`config.mk`:
```
export PLATFORM = sky130hd
export DESIGN_NAME = dda_ray_sender
export DESIGN_NICKNAME = d
export VERILOG_FILES = /design/src/rtl/dda_pkg.sv /design/src/rtl/axis_skid_buffer.sv /design/src/rtl/dda_ray_sender.sv
export SDC_FILE = /design/constraint.sdc
export NUM_CORES = 1
export LEC_CHECK = 0
export CORE_UTILIZATION = 53
export DETAILED_ROUTE_END_ITERATION = 16
export GPL_TIMING_DRIVEN = 1
export PLACE_DENSITY = 0.81
export SYNTH_ARGS = -nofsm -noshare
export SYNTH_HDL_FRONTEND = slang
export SYNTH_SLANG_ARGS = --single-unit
```
`constraint.sdc`:
```
create_clock -name clk_pixel_in -period 3 [get_ports clk_pixel_in]
set_clock_uncertainty 0.2 [all_clocks]
set_input_delay 0.3 -clock clk_pixel_in [delete_from_list [all_inputs] [get_ports clk_pixel_in]]
set_output_delay 0.3 -clock clk_pixel_in [all_outputs]
set_load 0.005 [all_outputs]
```
`src/rtl/dda_pkg.sv`:
```
// Shared widths, ray word layout and sender FSM states
// for the DDA result stream.
package dda_pkg;

  localparam int DDA_COL_W    = 9;
  localparam int DDA_HEIGHT_W = 8;
  localparam int DDA_MAP_W    = 4;
  localparam int DDA_WALLX_W  = 16;
  localparam int DDA_WORD_W   = 38;

  typedef struct packed {
    logic [DDA_COL_W-1:0]    col;
    logic [DDA_HEIGHT_W-1:0] height;
    logic                    wall_type;
    logic [DDA_MAP_W-1:0]    map_data;
    logic [DDA_WALLX_W-1:0]  wall_x;
  } dda_ray_t;

  typedef enum logic [1:0] {
    S_IDLE   = 2'd0,
    S_STREAM = 2'd1,
    S_DRAIN  = 2'd2
  } sender_state_t;

endpackage

```
`src/rtl/axis_skid_buffer.sv`:
```
// Two-entry AXI-stream buffer; input ready comes
// straight from the registered occupancy count.
module axis_skid_buffer #(
  parameter int WIDTH = 39
) (
  input  logic             clk,
  input  logic             rst_n,
  input  logic             in_valid,
  output logic             in_ready,
  input  logic [WIDTH-1:0] in_data,
  output logic             out_valid,
  input  logic             out_ready,
  output logic [WIDTH-1:0] out_data
);

  logic [1:0]       count;
  logic [WIDTH-1:0] e0;
  logic [WIDTH-1:0] e1;
  logic             push;
  logic             pop;

  assign in_ready  = (count != 2'd2);
  assign out_valid = (count != 2'd0);
  assign out_data  = e0;
  assign push      = in_valid && in_ready;
  assign pop       = out_valid && out_ready;

  always_ff @(posedge clk or negedge rst_n) begin
    if (!rst_n) begin
      count <= 2'd0;
      e0    <= '0;
      e1    <= '0;
    end else begin
      unique case ({push, pop})
        2'b10: begin
          if (count == 2'd0) e0 <= in_data;
          else               e1 <= in_data;
          count <= count + 2'd1;
        end
        2'b01: begin
          e0    <= e1;
          count <= count - 2'd1;
        end
        2'b11: begin
          // Head leaves while new word arrives
          if (count == 2'd1) begin
            e0 <= in_data;
          end else begin
            e0 <= e1;
            e1 <= in_data;
          end
        end
        default: ;
      endcase
    end
  end

endmodule

```
`src/rtl/dda_ray_sender.sv`:
```
// Packs DDA ray results into column-tagged stream words,
// one frame of NUM_RAYS beats per frame_start pulse.
module dda_ray_sender
  import dda_pkg::*;
#(
  parameter int NUM_RAYS        = 320,
  parameter int LINE_HEIGHT_MAX = 180,
  parameter int RAW_H_W         = 11
) (
  input  logic                  clk_pixel_in,
  input  logic                  rst_n_in,
  input  logic                  frame_start_in,
  input  logic                  ray_valid_in,
  output logic                  ray_ready_out,
  input  logic [RAW_H_W-1:0]    line_height_raw_in,
  input  logic                  wall_type_in,
  input  logic [DDA_MAP_W-1:0]  map_data_in,
  input  logic [DDA_WALLX_W-1:0] wall_x_in,
  output logic                  m_axis_tvalid_out,
  input  logic                  m_axis_tready_in,
  output logic [DDA_WORD_W-1:0] m_axis_tdata_out,
  output logic                  m_axis_tlast_out,
  output logic                  frame_done_out,
  output logic                  frame_overrun_out
);

  localparam logic [DDA_COL_W-1:0] LAST_COL =
    DDA_COL_W'(NUM_RAYS - 1);
  localparam logic [RAW_H_W-1:0] RAW_MAX =
    RAW_H_W'(LINE_HEIGHT_MAX);
  localparam logic [DDA_HEIGHT_W-1:0] H_MAX =
    DDA_HEIGHT_W'(LINE_HEIGHT_MAX);

  sender_state_t        state;
  logic [DDA_COL_W-1:0] col;
  logic                 overrun;
  logic [DDA_HEIGHT_W-1:0] height;
  dda_ray_t             ray;
  logic                 last_col;
  logic                 buf_ready;
  logic                 push;
  logic                 drain_done;

  always_comb begin
    height = line_height_raw_in[DDA_HEIGHT_W-1:0];
    if (line_height_raw_in > RAW_MAX) height = H_MAX;
  end

  assign ray = '{
    col:       col,
    height:    height,
    wall_type: wall_type_in,
    map_data:  map_data_in,
    wall_x:    wall_x_in
  };

  assign last_col   = (col == LAST_COL);
  assign ray_ready_out = (state == S_STREAM) && buf_ready;
  assign push       = ray_valid_in && ray_ready_out;
  assign drain_done = (state == S_DRAIN) && !m_axis_tvalid_out;

  assign frame_done_out    = drain_done;
  assign frame_overrun_out = overrun;

  axis_skid_buffer #(.WIDTH(DDA_WORD_W + 1)) u_skid (
    .clk       (clk_pixel_in),
    .rst_n     (rst_n_in),
    .in_valid  (push),
    .in_ready  (buf_ready),
    .in_data   ({last_col, ray}),
    .out_valid (m_axis_tvalid_out),
    .out_ready (m_axis_tready_in),
    .out_data  ({m_axis_tlast_out, m_axis_tdata_out})
  );

  always_ff @(posedge clk_pixel_in or negedge rst_n_in) begin
    if (!rst_n_in) begin
      state   <= S_IDLE;
      col     <= '0;
      overrun <= 1'b0;
    end else begin
      unique case (state)
        S_IDLE: begin
          if (frame_start_in) begin
            state <= S_STREAM;
            col   <= '0;
          end
        end
        S_STREAM: begin
          if (frame_start_in) overrun <= 1'b1;
          if (push) begin
            if (last_col) begin
              col   <= '0;
              state <= S_DRAIN;
            end else begin
              col <= col + DDA_COL_W'(1);
            end
          end
        end
        S_DRAIN: begin
          // A start landing on completion chains frames
          if (drain_done) begin
            col   <= '0;
            state <= frame_start_in ? S_STREAM : S_IDLE;
          end else if (frame_start_in) begin
            overrun <= 1'b1;
          end
        end
        default: state <= S_IDLE;
      endcase
    end
  end

endmodule

```
Word level (Yosys, flattened, before mapping)
Cells that the tools add are included. W data, S select, Z words.

Input port bits: 37. Word-level logic and storage cells: 67. Output and inout port bits: 43. Register bits after elaboration: 92.

Equality and inequality tests: 16. Reductions and logical operators: 19. Multiplexer cells: 22. Magnitude comparators: 1. Add/sub/neg operators: 3.

Operator list (count): $mux W39 (4); $pmux W39 S3 (1); $pmux W39 S2 (1); $mux W9 (4); $pmux W9 S3 (1); $ne A2 B2 Y1 const B (7); $gt A11 B8 Y1 const B (1); $add A9 B1 Y9 const B (1); $eq A9 B9 Y1 const B (1); $mux W2 (4); $mux W8 (1); $reduce_and A4 Y1 (2); $reduce_bool A2 Y1 (4); $eq A2 B1 Y1 const B (3); $eq A2 B2 Y1 const B (3); $pmux W2 S3 (1); $reduce_bool A3 Y1 (2); $logic_and A1 B1 Y1 (5); $logic_not A2 Y1 (2); $ne A2 B1 Y1 const B (2); $pmux W2 S2 (1); $reduce_and A2 Y1 (2); $mux W1 (3); $reduce_and A3 Y1 (1); 4 further kinds (4).

Depth between registers and ports, before layout
Gate-level depths: netlist (run 1).

Depth in word-level cells: 7. Mapped depth: 12. Depth with buffers taken out: 9.

Modules after synthesis
Synthesis (run 1) repeated with hierarchy kept, for this count alone.

Cells, all modules: 426. Area total of the unflattened synthesis: 4504.3 um^2.

By module, submodules not included: axis_skid_buffer (area an instance 3736.1 um^2, times used 1, cells an instance 337); dda_ray_sender (area an instance 768.2 um^2, times used 1, cells an instance 89).

Least setup slack after synthesis (run 1)
Ideal clock, no wire load.

Kind: reg2reg. Start point: register state[1]. End point: register u_skid.e1[0]. Data arrival time: 2.315 ns. Stages on the path, launching flop included: 11. Data required time: 2.735 ns. Slack: 0.420 ns. Buffers on the path: 3. Cell sequence: dfrtp_1 nand2b_1 buf_6 nor3b_4 ha_1 a22oi_1 o21ai_0 clkbuf_1 clkbuf_1 nand2_1 nand2_1.

Word-level cells in the longest chain between the ends: 7.

RTL lines: from (decl) (line dda_ray_sender.sv:34) `sender_state_t state;`; from (signal assigned) (line dda_ray_sender.sv:104) `state <= frame_start_in ? S_STREAM : S_IDLE;`; $eq A2 B1 Y1 * (line dda_ray_sender.sv:58) `assign ray_ready_out = (state == S_STREAM) && buf_ready;`; $logic_and A1 B1 Y1 * (line dda_ray_sender.sv:58); $logic_and A1 B1 Y1 * (line dda_ray_sender.sv:59) `assign push = ray_valid_in && ray_ready_out;`; $logic_and A1 B1 Y1 * (line axis_skid_buffer.sv:25) `assign push = in_valid && in_ready;`; $eq A2 B2 Y1 (line axis_skid_buffer.sv:34) `unique case ({push, pop})`; $ne A2 B2 Y1 (no source line) / $reduce_bool A2 Y1 (equally long branches); $reduce_and A3 Y1 (no source line); to (signal assigned) (line axis_skid_buffer.sv:37) `else e1 <= in_data;`; to (signal assigned) (line axis_skid_buffer.sv:50) `e1 <= in_data;`; to (decl) (line axis_skid_buffer.sv:18) `logic [WIDTH-1:0] e1;`.

Every way passes the cells marked *; elsewhere a longest branch is shown, timed or not. A chain may end at the register's enable or synchronous reset.

Final worst setup path (run 1)
Start point: register u_skid.count[0]. End point: register u_skid.e1[5].

Word-level cells in the longest chain between the ends: 7.

RTL lines: from (decl) (line axis_skid_buffer.sv:16) `logic [1:0] count;`; from (signal assigned) (line axis_skid_buffer.sv:38) `count <= count + 2'd1;`; from (signal assigned) (line axis_skid_buffer.sv:42) `count <= count - 2'd1;`; $ne A2 B2 Y1 (line axis_skid_buffer.sv:22) `assign in_ready = (count != 2'd2);`; $logic_and A1 B1 Y1 (line dda_ray_sender.sv:58); $logic_and A1 B1 Y1 (line dda_ray_sender.sv:59); $logic_and A1 B1 Y1 (line axis_skid_buffer.sv:25); $eq A2 B2 Y1 (line axis_skid_buffer.sv:34); $ne A2 B2 Y1 (no source line) / $reduce_bool A2 Y1 (equally long branches); $reduce_and A3 Y1 (no source line).

Several ways; a longest one is shown, not always the timed one.

==> impl_metrics.csv, run 1 <==
group,metric,value,unit
status,status,"finished clean",
power,irDropWorstVdd,529,uV
synth,synth.largest_area_cell,"sky130_fd_sc_hd__dfrtp_1",
finish,drive_above_1_share,0.139,
routing,drcViolationCount,0,
routing,postRouteWirelength,9830,um
global_route,antenna_found_initial,0,
placed_design,placed_area,5340,um2
routing,highest_layer,"met4",
clocking,post_cts_buffers,0,
setup_path,critPathMaxFanout,20,
placed_design,io_buffers,79,
timing,rsz0062_at_grt,"false",
timing,max_freq,0.369,GHz
synth,synth-main-ff-cell,"sky130_fd_sc_hd__dfrtp_1",
routing,initialDrtViolationCount,199,
global_route,grt_overflow_total,0,
setup_path,ff2ff_setup_slack,0.29,ns
finish,num_antenna_cells,0,
power,total_leakage_power,2.45,nW
routing,routed-wl-met3,443,um
setup_path,crit-reg2reg-capture,"u_skid.e1[5]",
clocking,tritoncts,"done",
clocking,clk_pin_slew,0.09,ns
finish,layout_common_cells,"sky130_fd_sc_hd__nand2_1, sky130_fd_sc_hd__dfrtp_1, sky130_fd_sc_hd__clkdlybuf4s50_1, sky130_fd_sc_hd__nor2_1, sky130_fd_sc_hd__a221oi_2",
synth,postSynth.asyncResetShare,1.00,
synth,synth_fp_nets,485,
synth,synthesis.instances,441,
synth,mappedNetlistArea,4400,um2
setup_path,cp_cell_sequence,"inv_1 > ha_1 > nand2b_4 > inv_2 > ha_1 > a22oi_1 > o21a_1 > buf_4 > nand2_1 > nand2_1",
clocking,cts.root.buffer_cell,"sky130_fd_sc_hd__clkbuf_8",
timing,setup_viol_count_final,0,
floorplan,core_area,7890,um2
floorplan,num_rows,32,
global_route,pin_count_of_the_biggest_net_entering_global_routing,50,
floorplan,initial_core_utilization,0.558,
synth,synthDistinctLibCells,47,
synth,number_of_enable_type_register_cells_in_the_synthesized_netlist,0,
power,power.density_cell_area,987,nW/um2
synth,yosysWarnings,0,
clocking,cts_buffers,9,
clocking,clock_insertion_delay_at_the_later_pin_of_the_skew_report,0.34,ns
synth,flop_and_latch_count_out_of_synthesis,92,
routing,wirelength_met1,4490,um
timing,timing.final.crit_share,0.903,
timing,timing.final.crit_period,2.71,ns
setup_path,critical_path.endpoint_type,"register",
finish,final_area,5520,um2
timing,finalMaxSlewViolations,0,
floorplan,dieArea,8670,um2
clocking,numClockSinks,92,
synth,yosys-top-cells-area,"sky130_fd_sc_hd__dfrtp_1, sky130_fd_sc_hd__a221oi_2, sky130_fd_sc_hd__nand2_1",
worst_hold_path,min_from,"frame_overrun_out",
setup_path,cpPeakStageDelay,0.46,ns
placed_design,dp.final_hpwl,6840,um
placed_design,routabilityCongestion,0.827,
flow_run,maxCapViolCount,0,
global_route,global_route.usage.total,0.243,
clocking,clk_path_buf_depth,2,
worst_hold_path,hold_path_class,"reg2reg",
timing,hold_viol_final,0,
floorplan,chipWidth,93.1,um
worst_hold_path,timing.hold.worst_path_depth,1,
floorplan,fp.dieH,93.1,um
worst_hold_path,hold-path-endpoint,"frame_overrun_out",
finish,layout.cells.most_common,"sky130_fd_sc_hd__nand2_1",
finish,syn2layout_area_growth,25.3,%
setup_path,data_required_critical_path,3.08,ns
routing,routedWlPerCell,15.7,um
setup_path,reg2regPathDepth,10,
timing,finalSetupTns,0,ns
routing,drt_first_pass_iters,4,
clocking,htreeDepth,3,
routing,final_antenna_net_count,0,
global_route,grt_pass1_wl,16600,um
timing,tightestPinTransition,0.928,ns
synth,synth_top_area_frac,0.523,
setup_path,critical_path.startpoint_type,"register",
timing,slew_headroom,0.382,
setup_path,worst_path_max_delay_cell,"sky130_fd_sc_hd__o21a_1",
setup_path,r2r_start,"u_skid.count[0]",
routing,routed-wl-met2,4830,um
routing,detailroute.via_count,3518,
global_route,grt_pass1_vias,3508,
setup_path,worst_ep_arrival_time,2.79,ns
synth,synth_seq_area_share,0.523,
routing,route.detailed.vias_per_inst,5.61,
floorplan,io_pins,80,
synth,synth_area_per_cell,9.98,um2
setup_path,critPathKind,"reg2reg",
finish,final_stage_net_count,564,
==> state kept, by name, indices dropped and copies added (netlist names) <==
| name | flops |
|---|---|
| u_skid.count | 2 |
| frame_overrun_out | 1 |
| u_skid.out_data | 39 |
| col | 9 |
| u_skid.e1 | 39 |
| state | 2 |
==> what timing repair did <==
action | CTS | global route
resized for setup | 0 | 0
hold buffers | 1 | 0
hold endpoints to repair | 47 | 0
==> logic make-up after synthesis <==
family,count (synthesis),share of synthesized area
simple gates,213,0.206
flops,92,0.523
compound gates,91,0.199
buf+inv,35,0.0455
fa+ha+maj,7,0.0199
xor+xnor,2,0.00398
mux,1,0.00256
==> cells in the mapped netlist, types with 4 or more instances <==
library cell	count
sky130_fd_sc_hd__nand2_1	105
sky130_fd_sc_hd__dfrtp_1	92
sky130_fd_sc_hd__a221oi_1	4
sky130_fd_sc_hd__buf_6	8
sky130_fd_sc_hd__clkbuf_1	9
sky130_fd_sc_hd__ha_1	7
sky130_fd_sc_hd__o21ai_0	19
sky130_fd_sc_hd__o22a_1	5
sky130_fd_sc_hd__a21oi_1	8
sky130_fd_sc_hd__a22o_1	8
sky130_fd_sc_hd__nor2_1	76
sky130_fd_sc_hd__a221oi_2	28
sky130_fd_sc_hd__nand2b_1	7
sky130_fd_sc_hd__inv_1	7
sky130_fd_sc_hd__nand3_1	4
sky130_fd_sc_hd__buf_2	7
==> stage by stage <==
stage,hold slack (ns),setup WS [ns],cells,power [mW],utilization
2_1_floorplan,-0.196,0.420,441,3.64,-
3_3_place_gp,0.149,0.333,610,4.63,0.677
3_5_place_dp,0.144,0.276,610,4.73,0.677
4_1_cts,0.264,0.307,627,5.48,0.699
5_1_grt,0.303,0.136,627,5.86,0.699
6_report,0.259,0.290,627,5.44,0.699
==> how the worst max path moves through the flow <==
stage                          endpoint             from  depth (start not counted)
after floorplan            u_skid.e1[0]         state[1]                         10
after global placement    u_skid.e1[30]     ray_valid_in                          9
after detailed placement   u_skid.e1[5]     ray_valid_in                          9
after CTS                  u_skid.e1[5]  u_skid.count[0]                         10
after global routing       u_skid.e1[4]  u_skid.count[0]                         10
final                      u_skid.e1[5]  u_skid.count[0]                         10
==> worst max-delay path, delay by kind of cell (launching register included) <==
kind,cells,cell delay [ns]
buffers and inverters,3,0.50
DFF,1,0.43
AOI/OAI and AO/OA,2,0.74
and+or+nand+nor,3,0.33
adders and majority gates,2,0.46
==> power by group <==
part	internal (mW)	switching, mW	total [mW]
Clock	0.305	0.435	0.740
Combinational	1.26	1.30	2.56
Sequential	1.77	0.376	2.14
==> layout make-up <==
class	count	area, um2
well taps	102	128
flip-flops and latches	92	2300
clock buffers	11	131
inverters	8	30.0
clock inverters	5	37.5
multi-input cells	314	1910
fillers	598	2370
repair buffers	95	973
==> layer usage <==
metal / track usage / up-vias
li1: - / 1677
met4: 0.0718 / 0
met1: 0.328 / 1740
met2: 0.397 / 97
met5: 0 / -
met3: 0.0488 / 4
No activity file was read; power rests on OpenSTA's default activity.
==> run 2: changes to the inputs <==
--- a/config.mk
+++ b/config.mk
@@ -11,2 +11,3 @@
 export PLACE_DENSITY = 0.81
+export SKIP_LAST_GASP = 1
 export SYNTH_ARGS = -nofsm -noshare
--- a/constraint.sdc
+++ b/constraint.sdc
@@ -4,2 +4,2 @@
 set_output_delay 0.3 -clock clk_pixel_in [all_outputs]
-set_load 0.005 [all_outputs]
+set_load 0.01 [all_outputs]
==> results of run 2 <==
Same layout as run 1 (identical final DEF). Status: finished clean.
Main changes from that run: total power 5.44 mW -> 5.55 mW; worst IR drop on VDD 529 uV -> 555 uV
